--- config.mk ---
export PLATFORM = sky130hd
export DESIGN_NAME = hamming_scrub_ctrl
export DESIGN_NICKNAME = d
export VERILOG_FILES = /design/src/rtl/hamming_scrub_pkg.sv /design/src/rtl/syndrome_block_flags.sv /design/src/rtl/hamming_scrub_ctrl.sv
export SDC_FILE = /design/constraint.sdc
export NUM_CORES = 1
export LEC_CHECK = 0
export CORE_ASPECT_RATIO = 1.4
export CORE_MARGIN = 2
export CORE_UTILIZATION = 40
export CTS_CLUSTER_DIAMETER = 150
export CTS_CLUSTER_SIZE = 16
export DETAILED_ROUTE_END_ITERATION = 16
export PLACE_DENSITY = 0.77
export SYNTH_ARGS = -nofsm -noshare
export SYNTH_HDL_FRONTEND = slang
export SYNTH_SLANG_ARGS = --single-unit
--- constraint.sdc ---
create_clock -name clk -period 6.5 [get_ports clk]
set_input_delay 0.65 -clock clk [delete_from_list [all_inputs] [get_ports clk]]
set_output_delay 0.65 -clock clk [all_outputs]
set_load 0.1 [all_outputs]
--- src/rtl/hamming_scrub_pkg.sv ---
// Shared types and per-block constants for the Hamming scrub controller.
package hamming_scrub_pkg;

  localparam int DATA_BITS_PER_BLK = 4;
  localparam int PAR_BITS_PER_BLK  = 3;

  localparam int DEF_WIDTH       = 64;
  localparam int DEF_BLOCKS      = DEF_WIDTH / DATA_BITS_PER_BLK;
  localparam int DEF_PARITY_BITS = DEF_BLOCKS * PAR_BITS_PER_BLK;

  typedef enum logic [2:0] {
    ST_RUN,
    ST_PAUSE,
    ST_CHECK,
    ST_CORRECT,
    ST_DONE
  } scrub_state_e;

  // Number of Hamming blocks covering a counter of the given width.
  function automatic int blocks_of(input int width);
    return width / DATA_BITS_PER_BLK;
  endfunction

endpackage

--- src/rtl/syndrome_block_flags.sv ---
// Per-block error flags and their popcount, derived from a captured syndrome.
module syndrome_block_flags
  import hamming_scrub_pkg::*;
#(
  parameter int BLOCKS = DEF_BLOCKS,
  parameter int POP_W  = $clog2(BLOCKS + 1)
) (
  input  logic [BLOCKS*PAR_BITS_PER_BLK-1:0] i_syn,
  output logic [BLOCKS-1:0]                  o_flags,
  output logic [POP_W-1:0]                   o_pop
);

  // Any nonzero 3-bit block syndrome counts as one correctable error.
  always_comb begin
    o_flags = '0;
    o_pop   = '0;
    for (int b = 0; b < BLOCKS; b++) begin
      o_flags[b] = |i_syn[b*PAR_BITS_PER_BLK +: PAR_BITS_PER_BLK];
      o_pop      = o_pop + POP_W'(o_flags[b]);
    end
  end

endmodule

--- src/rtl/hamming_scrub_ctrl.sv ---
// Scrub controller for the Hamming-protected counter datapath.
// Owns the datapath enable, pauses counting for periodic / on-demand scrubs,
// and keeps saturating error statistics plus a sticky per-block error map.
// Optional feature macro: HAMMING_SCRUB_IRQ_EN (adds IRQ_THRESHOLD, irq_clr, irq).
module hamming_scrub_ctrl
  import hamming_scrub_pkg::*;
#(
  parameter int WIDTH         = DEF_WIDTH,
  parameter int BLOCKS        = blocks_of(WIDTH),
  parameter int PARITY_BITS   = BLOCKS * PAR_BITS_PER_BLK,
  parameter int SCRUB_PERIOD  = 1024,
  parameter int SETTLE_CYCLES = 2,
  parameter int CORR_CYCLES   = 2,
  parameter int CNT_W         = 16
`ifdef HAMMING_SCRUB_IRQ_EN
  ,
  parameter int IRQ_THRESHOLD = 8
`endif
) (
  input  logic                   clk,
  input  logic                   rst,
  input  logic                   user_en,
  input  logic                   scrub_req,
  input  logic [PARITY_BITS-1:0] syndrome,
  input  logic                   err_clr,
`ifdef HAMMING_SCRUB_IRQ_EN
  input  logic                   irq_clr,
  output logic                   irq,
`endif
  output logic                   counter_en,
  output logic                   user_stall,
  output logic                   scrub_busy,
  output logic                   scrub_done,
  output logic [CNT_W-1:0]       err_count,
  output logic [BLOCKS-1:0]      err_map
);

  localparam int POP_W  = $clog2(BLOCKS + 1);
  localparam int TMR_W  = (SCRUB_PERIOD > 1) ? $clog2(SCRUB_PERIOD) : 1;
  localparam int PH_MAX = (SETTLE_CYCLES > CORR_CYCLES) ? SETTLE_CYCLES : CORR_CYCLES;
  localparam int PH_W   = (PH_MAX > 1) ? $clog2(PH_MAX) : 1;

  if ((BLOCKS * DATA_BITS_PER_BLK != WIDTH) || (PARITY_BITS != BLOCKS * PAR_BITS_PER_BLK) ||
      (SETTLE_CYCLES < 2) || (CORR_CYCLES < 1)) begin : g_param_err
    $error("hamming_scrub_ctrl: inconsistent parameters");
  end

  scrub_state_e            r_state;
  scrub_state_e            w_state_nxt;
  logic [TMR_W-1:0]        r_timer;
  logic [PH_W-1:0]         r_phase;
  logic [PARITY_BITS-1:0]  r_syn;
  logic [BLOCKS-1:0]       w_flags;
  logic [POP_W-1:0]        w_pop;
  logic                    w_any_flag;
  logic                    w_period_hit;
  logic                    w_stat_upd;

  // Saturating add of a block popcount onto the error counter.
  function automatic logic [CNT_W-1:0] sat_add(input logic [CNT_W-1:0] a,
                                               input logic [POP_W-1:0] b);
    logic [CNT_W+POP_W:0] sum;
    sum = {{(POP_W+1){1'b0}}, a} + {{(CNT_W+1){1'b0}}, b};
    if (sum > {{(POP_W+1){1'b0}}, {CNT_W{1'b1}}}) return '1;
    return sum[CNT_W-1:0];
  endfunction

  syndrome_block_flags #(
    .BLOCKS (BLOCKS),
    .POP_W  (POP_W)
  ) u_flags (
    .i_syn   (r_syn),
    .o_flags (w_flags),
    .o_pop   (w_pop)
  );

  assign w_any_flag   = |w_flags;
  assign w_period_hit = (SCRUB_PERIOD != 0) && (r_timer == TMR_W'(SCRUB_PERIOD - 1));
  assign w_stat_upd   = (r_state == ST_CHECK) && w_any_flag;

  // Next-state and enable arbitration; every combinational output is forced low in reset.
  always_comb begin
    w_state_nxt = r_state;
    counter_en  = 1'b0;
    scrub_done  = 1'b0;
    case (r_state)
      ST_RUN: begin
        counter_en = user_en;
        if (scrub_req || w_period_hit) w_state_nxt = ST_PAUSE;
      end
      ST_PAUSE:   if (r_phase == PH_W'(SETTLE_CYCLES - 1)) w_state_nxt = ST_CHECK;
      ST_CHECK:   w_state_nxt = w_any_flag ? ST_CORRECT : ST_DONE;
      ST_CORRECT: if (r_phase == PH_W'(CORR_CYCLES - 1)) w_state_nxt = ST_DONE;
      ST_DONE: begin
        scrub_done  = 1'b1;
        w_state_nxt = ST_RUN;
      end
      default:    w_state_nxt = ST_RUN;
    endcase
    scrub_busy = (r_state != ST_RUN);
    user_stall = user_en & scrub_busy;
    if (rst) begin
      counter_en = 1'b0;
      scrub_done = 1'b0;
      scrub_busy = 1'b0;
      user_stall = 1'b0;
    end
  end

  // State register.
  always_ff @(posedge clk) begin
    if (rst) r_state <= ST_RUN;
    else     r_state <= w_state_nxt;
  end

  // Cycle count within PAUSE / CORRECT; restarts on every state change.
  always_ff @(posedge clk) begin
    if (rst || (w_state_nxt != r_state)) r_phase <= '0;
    else                                 r_phase <= r_phase + PH_W'(1);
  end

  // Interval timer: counts RUN cycles, cleared when a scrub completes.
  always_ff @(posedge clk) begin
    if (rst)                    r_timer <= '0;
    else if (r_state == ST_DONE) r_timer <= '0;
    else if (r_state == ST_RUN)  r_timer <= r_timer + TMR_W'(1);
  end

  // ---- syndrome capture after the settle window ----
  // Capture the syndrome at the last PAUSE cycle so CHECK sees a stable value.
  always_ff @(posedge clk) begin
    if ((r_state == ST_PAUSE) && (w_state_nxt == ST_CHECK)) r_syn <= syndrome;
  end

  // ---- statistics update on CORRECT entry ----
  // A clear colliding with an update reloads the statistics from the new flags.
  always_ff @(posedge clk) begin
    if (rst) begin
      err_count <= '0;
      err_map   <= '0;
    end else if (err_clr && w_stat_upd) begin
      err_count <= sat_add('0, w_pop);
      err_map   <= w_flags;
    end else if (err_clr) begin
      err_count <= '0;
      err_map   <= '0;
    end else if (w_stat_upd) begin
      err_count <= sat_add(err_count, w_pop);
      err_map   <= err_map | w_flags;
    end
  end

`ifdef HAMMING_SCRUB_IRQ_EN
  // Sticky threshold interrupt; re-arms the cycle after a clear if still over threshold.
  always_ff @(posedge clk) begin
    if (rst || irq_clr)                          irq <= 1'b0;
    else if (32'(err_count) >= 32'(IRQ_THRESHOLD)) irq <= 1'b1;
  end
`endif

endmodule

Word level (Yosys, flattened, before mapping)
Index checks and enable logic that the tools add are counted.
- add/sub/neg operators: 18
- divide/modulo/power cells: 0
- multiply operators: 0
- $lt $le $gt $ge: 2
- reduce and logical (&&, ||, !) cells: 26
- eq/ne operators: 7
- mux-type cells: 29
- bitwise gates (word level): 2
- shifts and indexed selects: 0
- operators by type and width (operator ; count):
    $mux W16 ; 10
    $add A5 B1 Y5 ; 14
    $reduce_or A3 Y1 ; 16
    $reduce_or A48 Y1 ; 1
    $add A16 B5 Y17 ; 1
    $gt A17 B16 Y1 const B ; 1
    $gt A5 B16 Y1 const B ; 1
    $or A16 B16 Y16 ; 1
    $mux W1 ; 14
    $mux W3 ; 4
    $pmux W3 S4 ; 1
    $add A10 B1 Y10 const B ; 1
    $eq A10 B10 Y1 const B ; 1
    $eq A3 B2 Y1 const B ; 3
    $reduce_bool A3 Y1 ; 2
    $eq A3 B1 Y1 const B ; 1
    $eq A3 B3 Y1 const B ; 1
    $logic_and A1 B1 Y1 ; 3
    $logic_not A3 Y1 ; 1
    $ne A3 B3 Y1 ; 1
    $add A1 B1 Y2 ; 1
    $logic_or A1 B1 Y1 ; 2
    $reduce_or A2 Y1 ; 1
    $add A1 B1 Y1 const B ; 1
    $and A1 B1 Y1 ; 1
- memory bits (read-only): 0
- memories kept: 0
- latch bits: 0
- output and inout port bits: 36
- flip-flop bits (word level): 94
- bits in writable memories: 0

Depth between registers and ports, before layout
- depth after elaboration: 27
- mapped depth: 19
- gate-level depth less buffers: 19

Cells and area by module
Synthesis repeated with hierarchy kept, for this count alone.
- cells, all modules: 386
- area, all modules: 4366.7 um^2
- by module, submodules not included (module ; seq. area each (um^2) ; cells an instance ; times used ; area an instance (um^2)):
    hamming_scrub_ctrl ; 2362.3 ; 325 ; 1 ; 3818.7
    syndrome_block_flags ; 0.0 ; 61 ; 1 ; 548.0

Worst setup path before layout
No wires, ideal clock.
- kind: register to register
- from: register r_state[0]
- to: register r_syn[0] (enable)
- setup slack: 0.327 ns
- clock period less this slack: 6.173 ns
- stages on the path, launching flop included: 3
- arrival: 5.582 ns
- cell sequence: dfxtp_1 clkbuf_1 nor4b_1
- word-level cells in the longest chain between the ends: 4
- elaborated cells between the ends (all ways): 10
- those cells by class: eq/ne (4); mux (4); reduce/logical (2)
- ends and longest elaborated chain (what ; line ; text):
    start: declaration ; hamming_scrub_ctrl.sv:48 ; scrub_state_e r_state;
    start signal: assignment ; hamming_scrub_ctrl.sv:113 ; else r_state <= w_state_nxt;
    $eq A3 B2 Y1, or another cell as far along ; hamming_scrub_ctrl.sv:86 ; case (r_state)
    $pmux W3 S4 ; hamming_scrub_ctrl.sv:86 ;
    $eq A3 B2 Y1 ; hamming_scrub_ctrl.sv:132 ; if ((r_state == ST_PAUSE) && (w_state_nxt == ST_CHECK)) r_syn <= syndrome;
    $logic_and A1 B1 Y1 * ; hamming_scrub_ctrl.sv:132 ;
    end signal: assignment ; hamming_scrub_ctrl.sv:132 ;
    end: declaration ; hamming_scrub_ctrl.sv:52 ; logic [PARITY_BITS-1:0] r_syn;
Mark *: on every way between the ends. The rest lies on a longest branch, timed or not.
A chain may end at the register's enable or synchronous reset.

Final worst setup path
- from: register r_syn[2]
- to: register err_count[7]
- word-level cells in the longest chain between the ends: 27
- elaborated cells between the ends (all ways): 36
- those cells by class: add/sub (16); order compare (2); mux (13); reduce/logical (5)
- ends and longest elaborated chain (what ; line ; text):
    $reduce_or A3 Y1 ; syndrome_block_flags.sv:18 ; o_flags[b] = |i_syn[b*PAR_BITS_PER_BLK +: PAR_BITS_PER_BLK];
    $add A1 B1 Y2 ; syndrome_block_flags.sv:19 ; o_pop = o_pop + POP_W'(o_flags[b]);
    $add A5 B1 Y5 (14 in a row) ; syndrome_block_flags.sv:19 ;
    $add A16 B5 Y17 ; hamming_scrub_ctrl.sv:63 ; sum = {{(POP_W+1){1'b0}}, a} + {{(CNT_W+1){1'b0}}, b};
    $gt A17 B16 Y1 ; hamming_scrub_ctrl.sv:64 ; if (sum > {{(POP_W+1){1'b0}}, {CNT_W{1'b1}}}) return '1;
    $mux W1 ; hamming_scrub_ctrl.sv:64 ;
    $mux W1 ; hamming_scrub_ctrl.sv:147 ; end else if (w_stat_upd) begin
    $mux W1 ; hamming_scrub_ctrl.sv:144 ; end else if (err_clr) begin
    $mux W1 ; hamming_scrub_ctrl.sv:141 ; end else if (err_clr && w_stat_upd) begin
    $mux W1 ; hamming_scrub_ctrl.sv:138 ; if (rst) begin
    $mux W16 ; hamming_scrub_ctrl.sv:65 ; return sum[CNT_W-1:0];
    $mux W16 ; hamming_scrub_ctrl.sv:147 ;
    $mux W16 ; hamming_scrub_ctrl.sv:144 ;
    $mux W16 ; hamming_scrub_ctrl.sv:141 ;
    end signal: assignment ; hamming_scrub_ctrl.sv:142 ; err_count <= sat_add('0, w_pop);
    end signal: assignment ; hamming_scrub_ctrl.sv:148 ; err_count <= sat_add(err_count, w_pop);
    end: declaration ; hamming_scrub_ctrl.sv:34 ; output logic [CNT_W-1:0] err_count,
Several ways; a longest one is shown, not always the timed one. The select of a mux whose other input is x is not followed.

==> metrics.cfg <==
[floorplanning]
die_area_mm2 = 0.01119
io_pins = 89
start_util_pct = 41.35
die_y_um = 124.3
core_mm2 = 0.01001
placement_rows = 43
fp.dieW_um = 89.96

[sta]
fmax_ghz = 0.1660
setup_slack_ps = 474.9
slew_headroom_pct = 31.80
worstMarginPinSlew_ps = 1020
hold_ws_ps = 469.3
rsz0062_at_grt = false
clock_skew_ps = 9.167
post-route-min-period_ps = 6025
min_period_over_period_pct = 92.69
hold_viol = 0
setup-tns-final_ps = 0
slew_viol_final = 0
finalSetupViolCount = 0

[routing]
vias_per_cell = 5.383
wl_um = 8893
wl_per_cell_um = 15.55
dr_wl_met2_um = 4720
drtIter0Drc = 149
wl_met1_um = 3546
routed.top_layer = met4
drc_errors = 0
detail-route-antenna-nets = 0
firstDrtPassIters = 4
vias = 3079
route.met3.wl_um = 443

[clock_tree]
clk_latency_ps = 340
numCtsBuffers = 9
clockRootBuffer = clkbuf_16
clk_path_buf_depth = 2
postCtsSetupRepairBufs = 0
cts.repair.resized = 0
ctsHtreeMaxLevel = 3
clk_pin_slew_ps = 70
cts_tree = built
hold_buffers = 0
clock_sinks = 94

[cells_and_area]
fillers = 871
area_delta_synth_final_pct = 32.08
drive_gt1_share_pct = 6.178
multi_input_area_mm2 = 0.001645
seq_area_mm2 = 0.002362
final_nets = 508
n_antenna_cell = 0
layout_common_cells = 88 x clkdlybuf4s50_1, 48 x edfxtp_1, 46 x dfxtp_1
final_common_cell = clkdlybuf4s50_1

[power]
p_int_mw = 1.076
p_leak_nw = 1.940
combPwrFrac_pct = 15.5
cellPowerDensity_mw_per_mm2 = 263.7
switchingPower_uw = 365.6
power_mw = 1.441
vdd_ir_drop_max_mv = 0.1703
switching_share_pct = 25.37
seq_power_share_pct = 45.7
p_clk_share_pct = 38.8

[min_path]
min-delay-path-class = reg -> reg

[global_routing]
grt_antenna_before_repair = 0
grt_pass1_wl_um = 14450
grt_pass1_vias = 3096
overflow = 0
track_usage_pct = 16.11
grt_max_degree = 49

[placement]
port_buffers = 88
post-place-ws_ps = 472.5
dp_hpwl_um = 6469
routabilityCongestion = 0.8193

[yosys]
synth-edff-count = 48
synth_area_leaders = edfxtp_1 35%, dfxtp_1 22%, fa_1 5.3%, ha_1 3.6%, a22o_1 2.3%
syn_inst = 344
synth_top_area_share_pct = 34.84
ys_types = 55
synth-async-reset-ratio_pct = 0
mappedNetlistArea_mm2 = 0.004138
synth-seq-cells = 94
ys.flop_type = edfxtp_1
yosysTopAreaCell = edfxtp_1
avgSynthCellArea_um2 = 12.03
yosys_warnings = 0
syn-num-nets = 420
synth-seq-area-share_pct = 57.09

[critical_path]
worstPathArrival_ps = 6250
crit_required_ps = 6730
r2r_setup_slack_ps = 470
cp_max_fo = 6
crit_path_start_kind = register
endpoint_kind = register
setup.worst_path.class = reg -> reg

[flow_run]
drv_cap = 0

[run_status]
outcome = finished clean

layout make-up:
cell class | count | area share, %
inverter | 14 | 0.9615
multi-input combinational | 220 | 30.11
sequential | 94 | 43.22
tap | 135 | 3.091
clock buffer | 11 | 4.258
clock inverter | 5 | 1.557
timing repair buffer | 93 | 16.80
cells in the mapped netlist (all sizes together), types with 7 or more instances:
cell type / count
a21oi: 11
a22o: 11
clkbuf: 12
dfxtp: 46
edfxtp: 48
fa: 11
ha: 12
inv: 14
nand2: 15
nand3: 13
nand4: 8
nor2: 20
nor3: 13
o21ai: 9
or3: 13
xor2: 7
sequential cells by signal (all words and copies together), names as in the netlist:
name       cells
r_phase        1
err_count     16
r_state        3
r_syn         48
err_map       16
r_timer       10
metrics by stage:
step	std cells	instance area [um2]	utilization, %
finish	572	5465	54.61
global route	572	5465	54.61
CTS	572	5465	54.61
detailed placement	556	5147	51.44
global placement	556	5147	51.44
floorplan	344	4138	-
cell families (layout without fill, tap and decap cells):
group           Yosys count  after routing  share of synthesized area, %
compound gates           69             69                         12.31
xor+xnor                 12             12                         2.540
fa+ha+maj                23             23                         8.951
buf+inv                  30            123                         3.296
flops                    94             94                         57.09
mux                       1              1                        0.2419
simple gates            115            115                         15.57
path summary, 6_finish.rpt:
| path | from | endpoint | cells after the start |
|---|---|---|---|
| worst max-delay path | r_syn[2]$_DFFE_PP_ | err_count[7]$_SDFFE_PP0P_ | 17 |
| worst min-delay path | err_map[5]$_SDFFE_PP0P_ | err_map[5]$_SDFFE_PP0P_ | 2 |
| worst max register to register | r_syn[2]$_DFFE_PP_ | err_count[7]$_SDFFE_PP0P_ | 17 |
| worst min register to register | err_map[5]$_SDFFE_PP0P_ | err_map[5]$_SDFFE_PP0P_ | 2 |
power by group through the flow:
stage          clock (mW)  combinational (mW)  sequential (mW)
2_1_floorplan           0               0.122            0.702
3_3_place_gp            0               0.214            0.670
3_5_place_dp            0               0.223            0.671
4_1_cts             0.570               0.225            0.658
5_1_grt             0.600               0.245            0.660
6_report            0.559               0.223            0.659
layer usage:
layer  global-route usage [%]  vias up
met5                        0        -
met4                    7.059        0
met3                    3.932       14
met2                    29.28       93
met1                    17.71     1495
li1                         -     1477
critical path, stage by stage (launching register included):
cell and delay, ps:
edfxtp_1 360, or3_1 430, ha_1 340, fa_1 520
fa_1 520, fa_1 550, inv_1 60, fa_1 510
fa_1 470, fa_1 500, inv_1 80, fa_1 430
and3_1 210, o221ai_1 210, nor3_1 90, buf_4 160
nand4b_1 190, o221a_1 290
No activity file was read; power rests on OpenSTA's default activity.
==> edit 1, RTL diff (config.mk and constraints unchanged) <==
Register the output `err_map` once more, cleared by the reset; this adds one clock of latency there. The other outputs are not delayed to match.
--- a/src/rtl/hamming_scrub_ctrl.sv
+++ b/src/rtl/hamming_scrub_ctrl.sv
@@ -40,4 +40,6 @@
   localparam int PH_MAX = (SETTLE_CYCLES > CORR_CYCLES) ? SETTLE_CYCLES : CORR_CYCLES;
   localparam int PH_W   = (PH_MAX > 1) ? $clog2(PH_MAX) : 1;
+
+  logic [BLOCKS-1:0] err_map_s0;
 
   if ((BLOCKS * DATA_BITS_PER_BLK != WIDTH) || (PARITY_BITS != BLOCKS * PAR_BITS_PER_BLK) ||
@@ -138,14 +140,14 @@
     if (rst) begin
       err_count <= '0;
-      err_map   <= '0;
+      err_map_s0 <= '0;
     end else if (err_clr && w_stat_upd) begin
       err_count <= sat_add('0, w_pop);
-      err_map   <= w_flags;
+      err_map_s0 <= w_flags;
     end else if (err_clr) begin
       err_count <= '0;
-      err_map   <= '0;
+      err_map_s0 <= '0;
     end else if (w_stat_upd) begin
       err_count <= sat_add(err_count, w_pop);
-      err_map   <= err_map | w_flags;
+      err_map_s0 <= err_map_s0 | w_flags;
     end
   end
@@ -159,4 +161,12 @@
 `endif
 
+  always_ff @(posedge clk) begin
+    if (rst) begin
+      err_map <= '0;
+    end else begin
+      err_map <= err_map_s0;
+    end
+  end
+
 endmodule
 
Behaviour: not the same (Yosys sat finds a counterexample within 10 cycles, from zero or initial values and one cycle with rst high).
==> edit 1 against the original RTL <==
- sequential share of layout area rose by 2.5 points
- area after synthesis rose by 10%
- first-iteration DRC count rose by 21%
- combinational power rose by 32%
- global-route usage fell by 0.55 points
- worst setup slack got worse by 60 ps
- critical path type unchanged
- routed wire length rose by 3.5%
- design area rose by 7.3%
- sequential cell count rose by 16
- cell count rose by 5.9%
- largest power group unchanged
- power rose by 10%
- non-clock buffer count fell by 2
==> edit 1: results (changes against the original RTL) <==
The number of fill cells is 972 (+12%). The routability congestion estimate is 0.803 (-2.0%). The number of cells traversed by the worst hold path came to 1 (-1). In this run the most critical hold path is launched from err_map_s0[13]. The number of nets in the final layout is 533 (+4.9%). In this run the critical register-to-register path is launched from r_syn[3].

Sorting the synthesized cells by how often they occur yields sky130_fd_sc_hd__dfxtp_1 (62), sky130_fd_sc_hd__edfxtp_1 (48), sky130_fd_sc_hd__nor2_1 (31). The sink of the worst hold path is err_map[13]. The average routed wire per standard cell is 15.2 um (-2.3%). The gate count of the mapped netlist was 372 (+8.1%).

The worst-case vdd ir drop came out at 0.000165 V (-2.9%). The worst-case register-to-register setup slack is 420 ps (-60 ps). The layout cell share with drive strength beyond 1 came out at 7.58% (+1.4 points). The detailed placement HPWL came out at 6760 um (+4.6%).

The share of the yosys chip area belonging to registers is 58.9% (+1.8 points). The highest fanout seen on the critical path came out at 14 (+8). The number of distinct standard cells referenced by the synthesized netlist came out at 50 (-9.1%).

The count of TritonRoute iterations in the first routing pass is 5 (+1). The number of vias in the routed layout came to 3145 (+2.1%). The leakage power came out at 2.05 nW (+5.5%). The global-route wire length before repair is 14800 um (+2.3%).

The number of inserted diodes is 0 (unchanged). The leading register cell type out of synthesis is sky130_fd_sc_hd__dfxtp_1. The post-synth net total was 448 (+6.7%). The destination of the worst register-to-register timing path is err_count[2]. The number of standard cells in the layout, taps in and fillers out was 606 (+5.9%). The worst hold slack across all endpoints was 469 ps (-0.263 ps). By area the synthesized netlist is led by sky130_fd_sc_hd__edfxtp_1 (32%), sky130_fd_sc_hd__dfxtp_1 (27%), sky130_fd_sc_hd__fa_1 (4.8%), sky130_fd_sc_hd__ha_1 (3.3%), sky130_fd_sc_hd__nor2b_1 (2.6%). The number of flip-flops in the largest register is 48 (unchanged). The flow ran to the end, and the final reports show no timing, DRC or antenna violations.
==> edit 1: cell types whose count changed after synthesis, sizes merged, moves of 4 or more <==
cell / before / now
o21ai: 9 / 3
nor2: 20 / 32
nand3: 13 / 8
a21oi: 11 / 15
or3: 13 / 8
o2bb2ai: 0 / 4
nand4b: 6 / 0
o31ai: 5 / 1
dfxtp: 46 / 62
nor2b: 4 / 19
==> edit 1: where the power goes <==
group          switching, W  internal (W)  leakage [nW]
clock              0.000241      0.000284         0.139
sequential        0.0000154      0.000756         0.937
combinational      0.000174      0.000122         0.973
total              0.000430       0.00116          2.05
==> edit 1: per-stage QoR <==
stage | worst slack [ps] | area (sq um) | total power (W) | util (%)
floorplan | 728 | 4560 | 0.000993 | -
global placement | 572 | 5560 | 0.00107 | 49.6
detailed placement | 402 | 5560 | 0.00108 | 49.6
CTS | 390 | 5860 | 0.00161 | 52.2
global route | 89.7 | 5860 | 0.00167 | 52.3
finish | 415 | 5860 | 0.00159 | 52.3
==> edit 1: how the worst max path moves through the flow <==
| stage | startpoint | to | slack (ps) |
|---|---|---|---|
| finish | r_syn[3] | err_count[2] | 420 |
| global route | r_syn[2] | err_count[11] | 90 |
| CTS | r_syn[3] | err_count[11] | 390 |
| detailed placement | r_syn[3] | err_count[11] | 400 |
| global placement | r_syn[4] | err_count[11] | 570 |
| floorplan | r_syn[4] | err_count[11] | 730 |
==> edit 1: cell families after synthesis <==
| kind of cell | count (synthesis) | share of synthesized area, % |
|---|---|---|
| multiplexers | 3 | 0.659 |
| adder cells (fa/ha/maj) | 23 | 8.13 |
| AND/OR/NAND/NOR | 124 | 15.2 |
| XOR/XNOR | 15 | 2.88 |
| buffers and inverters | 33 | 3.30 |
| AO/OA/AOI/OAI | 64 | 11.0 |
| flip-flops | 110 | 58.9 |
==> edit 1: metal layers <==
metal | global-route usage [%] | part of all wire, % | wire, um | vias up
li1 | - | - | - | 1520
met1 | 18.1 | 39 | 3630 | 1520
met2 | 28.4 | 54 | 4960 | 93
met3 | 3.00 | 5.2 | 475 | 12
met4 | 5.37 | 1.5 | 137 | 0
met5 | 0 | 0 | 0 | -
==> edit 1: area by class of cell <==
cell class / count / area (sq um) / area share (%)
Sequential cell: 110 / 2680 / 45.7
Tap cell: 144 / 180 / 3.07
Clock inverter: 5 / 41.3 / 0.704
Clock buffer: 11 / 253 / 4.31
Multi-Input combinational cell: 229 / 1740 / 29.7
Inverter: 16 / 60.1 / 1.02
Timing Repair Buffer: 91 / 903 / 15.4
==> edit 1: what timing repair did <==
item | CTS | global route
setup endpoints to repair | 0 | 2
endpoints found under the hold margin | 0 | 0
setup buffers | 0 | 0
resized for setup | 0 | 2
==> edit 2, RTL diff (same settings) <==
Made on the original files. `CNT_W`: 16 -> 32.
--- a/src/rtl/hamming_scrub_ctrl.sv
+++ b/src/rtl/hamming_scrub_ctrl.sv
@@ -12,5 +12,5 @@
   parameter int SETTLE_CYCLES = 2,
   parameter int CORR_CYCLES   = 2,
-  parameter int CNT_W         = 16
+  parameter int CNT_W         = 32
 `ifdef HAMMING_SCRUB_IRQ_EN
   ,
Interface: changed (resized err_count); port bits go from 89 to 105. No check against the original RTL was run, so the function may have changed too.
==> edit 2 against the original RTL <==
- combinational power is 34% higher
- sequential share of layout area fell by 1.8 points
- core utilization shrank 1.4 points
- area after synthesis up 20%
- hold slack improved by 18 ps
- routed wire length up 33%
- design area rose by 19%
- via count rose by 29%
- power grew 16%
- first-iteration DRC count grew 21%
- worst setup slack lost 220 ps
- sequential power rose by 16%
- sequential cell count increased by 16
- critical path type unchanged
- highest routed layer unchanged
==> edit 2: results (changes against the original RTL) <==
The number of global-route vias before repair is 3986 (+29%). The proportion of synthesized area in mux cells is 0.202% (-0.040 points). The met3 layer wire length in the routed design is 691 um (+56%). The clock buffer count in the final layout came to 9 (-2). The synthesized-area fraction occupied by ao, oa, aoi and oai cells is 15.1% (+2.8 points).

Sorting the synthesized cells by how often they occur yields sky130_fd_sc_hd__dfxtp_1 (62), sky130_fd_sc_hd__nor2_1 (49), sky130_fd_sc_hd__edfxtp_1 (48). The flow ran to the end, and the final reports show no timing, DRC or antenna violations. The placed standard-cell area is 0.00614 sq mm (+19%).

By area the synthesized netlist is led by sky130_fd_sc_hd__edfxtp_1 (29%), sky130_fd_sc_hd__dfxtp_1 (25%), sky130_fd_sc_hd__fa_1 (4.5%), sky130_fd_sc_hd__nor2_1 (3.7%), sky130_fd_sc_hd__ha_1 (2.8%). The leakage power was 2.28 nW (+18%). The final-layout clock-cell area share came out at 5.04% (-0.78 points). The highest fanout seen on the critical path came out at 17 (+11).

The met3 capacity usage during global routing is 4.08% (+0.14 points). The endpoint arrival time on the critical path came out at 6490 ps (+240 ps). The count of TritonRoute iterations in the first routing pass came out at 5 (+1). The fraction of cell area in non-clock buffers came out at 16.8% (-0.054 points). The number of inverters outside the clock class in the layout came out at 19 (+5). The number of sequential storage elements was 110 (+17%). The routability congestion estimate came out at 0.886 (+8.1%). The final routed wirelength across all metal layers is 11800 um (+33%). The actual slew at the worst max-slew pin came to 1020 ps (+4.89 ps). The number of multi-input combinational cells came out at 305 (+39%). The final setup skew is 7.69 ps (-1.48 ps). The multi-input gate area in the final layout came to 0.00213 sq mm (+29%). The number of standard cells in the layout, taps in and fillers out is 710 (+24%). The gate count of the mapped netlist came to 452 (+31%).

The xor and xnor area share after synthesis came out at 1.77% (-0.77 points). The number of distinct standard cells referenced by the synthesized netlist came to 58 (+5.5%). The number of DRC markers after the initial detailed-route iteration is 181 (+21%).
==> edit 2: cell types whose count changed after synthesis, moves of 9 or more <==
cell / delta
sky130_fd_sc_hd__a21oi_1: +11
sky130_fd_sc_hd__a22o_1: -11
sky130_fd_sc_hd__a22oi_1: +15
sky130_fd_sc_hd__and3_1: +12
sky130_fd_sc_hd__dfxtp_1: +16
sky130_fd_sc_hd__nor2_1: +29
sky130_fd_sc_hd__o21ai_0: +9
==> edit 2: worst paths after layout <==
kind | slack (ps) | startpoint | to
hold reg to reg | 490 | r_timer[7] | r_timer[7]
hold / removal | 490 | r_timer[7] | r_timer[7]
setup reg to reg | 260 | r_syn[4] | err_count[22]
setup / recovery | 260 | r_syn[4] | err_count[22]
==> edit 2: critical path, delay by kind of cell, from the launching register on <==
family / cells / cell delay [ps]
fa+ha+maj: 8 / 3840
simple gates: 3 / 790
compound gates: 4 / 780
flops: 1 / 370
buf+inv: 3 / 340
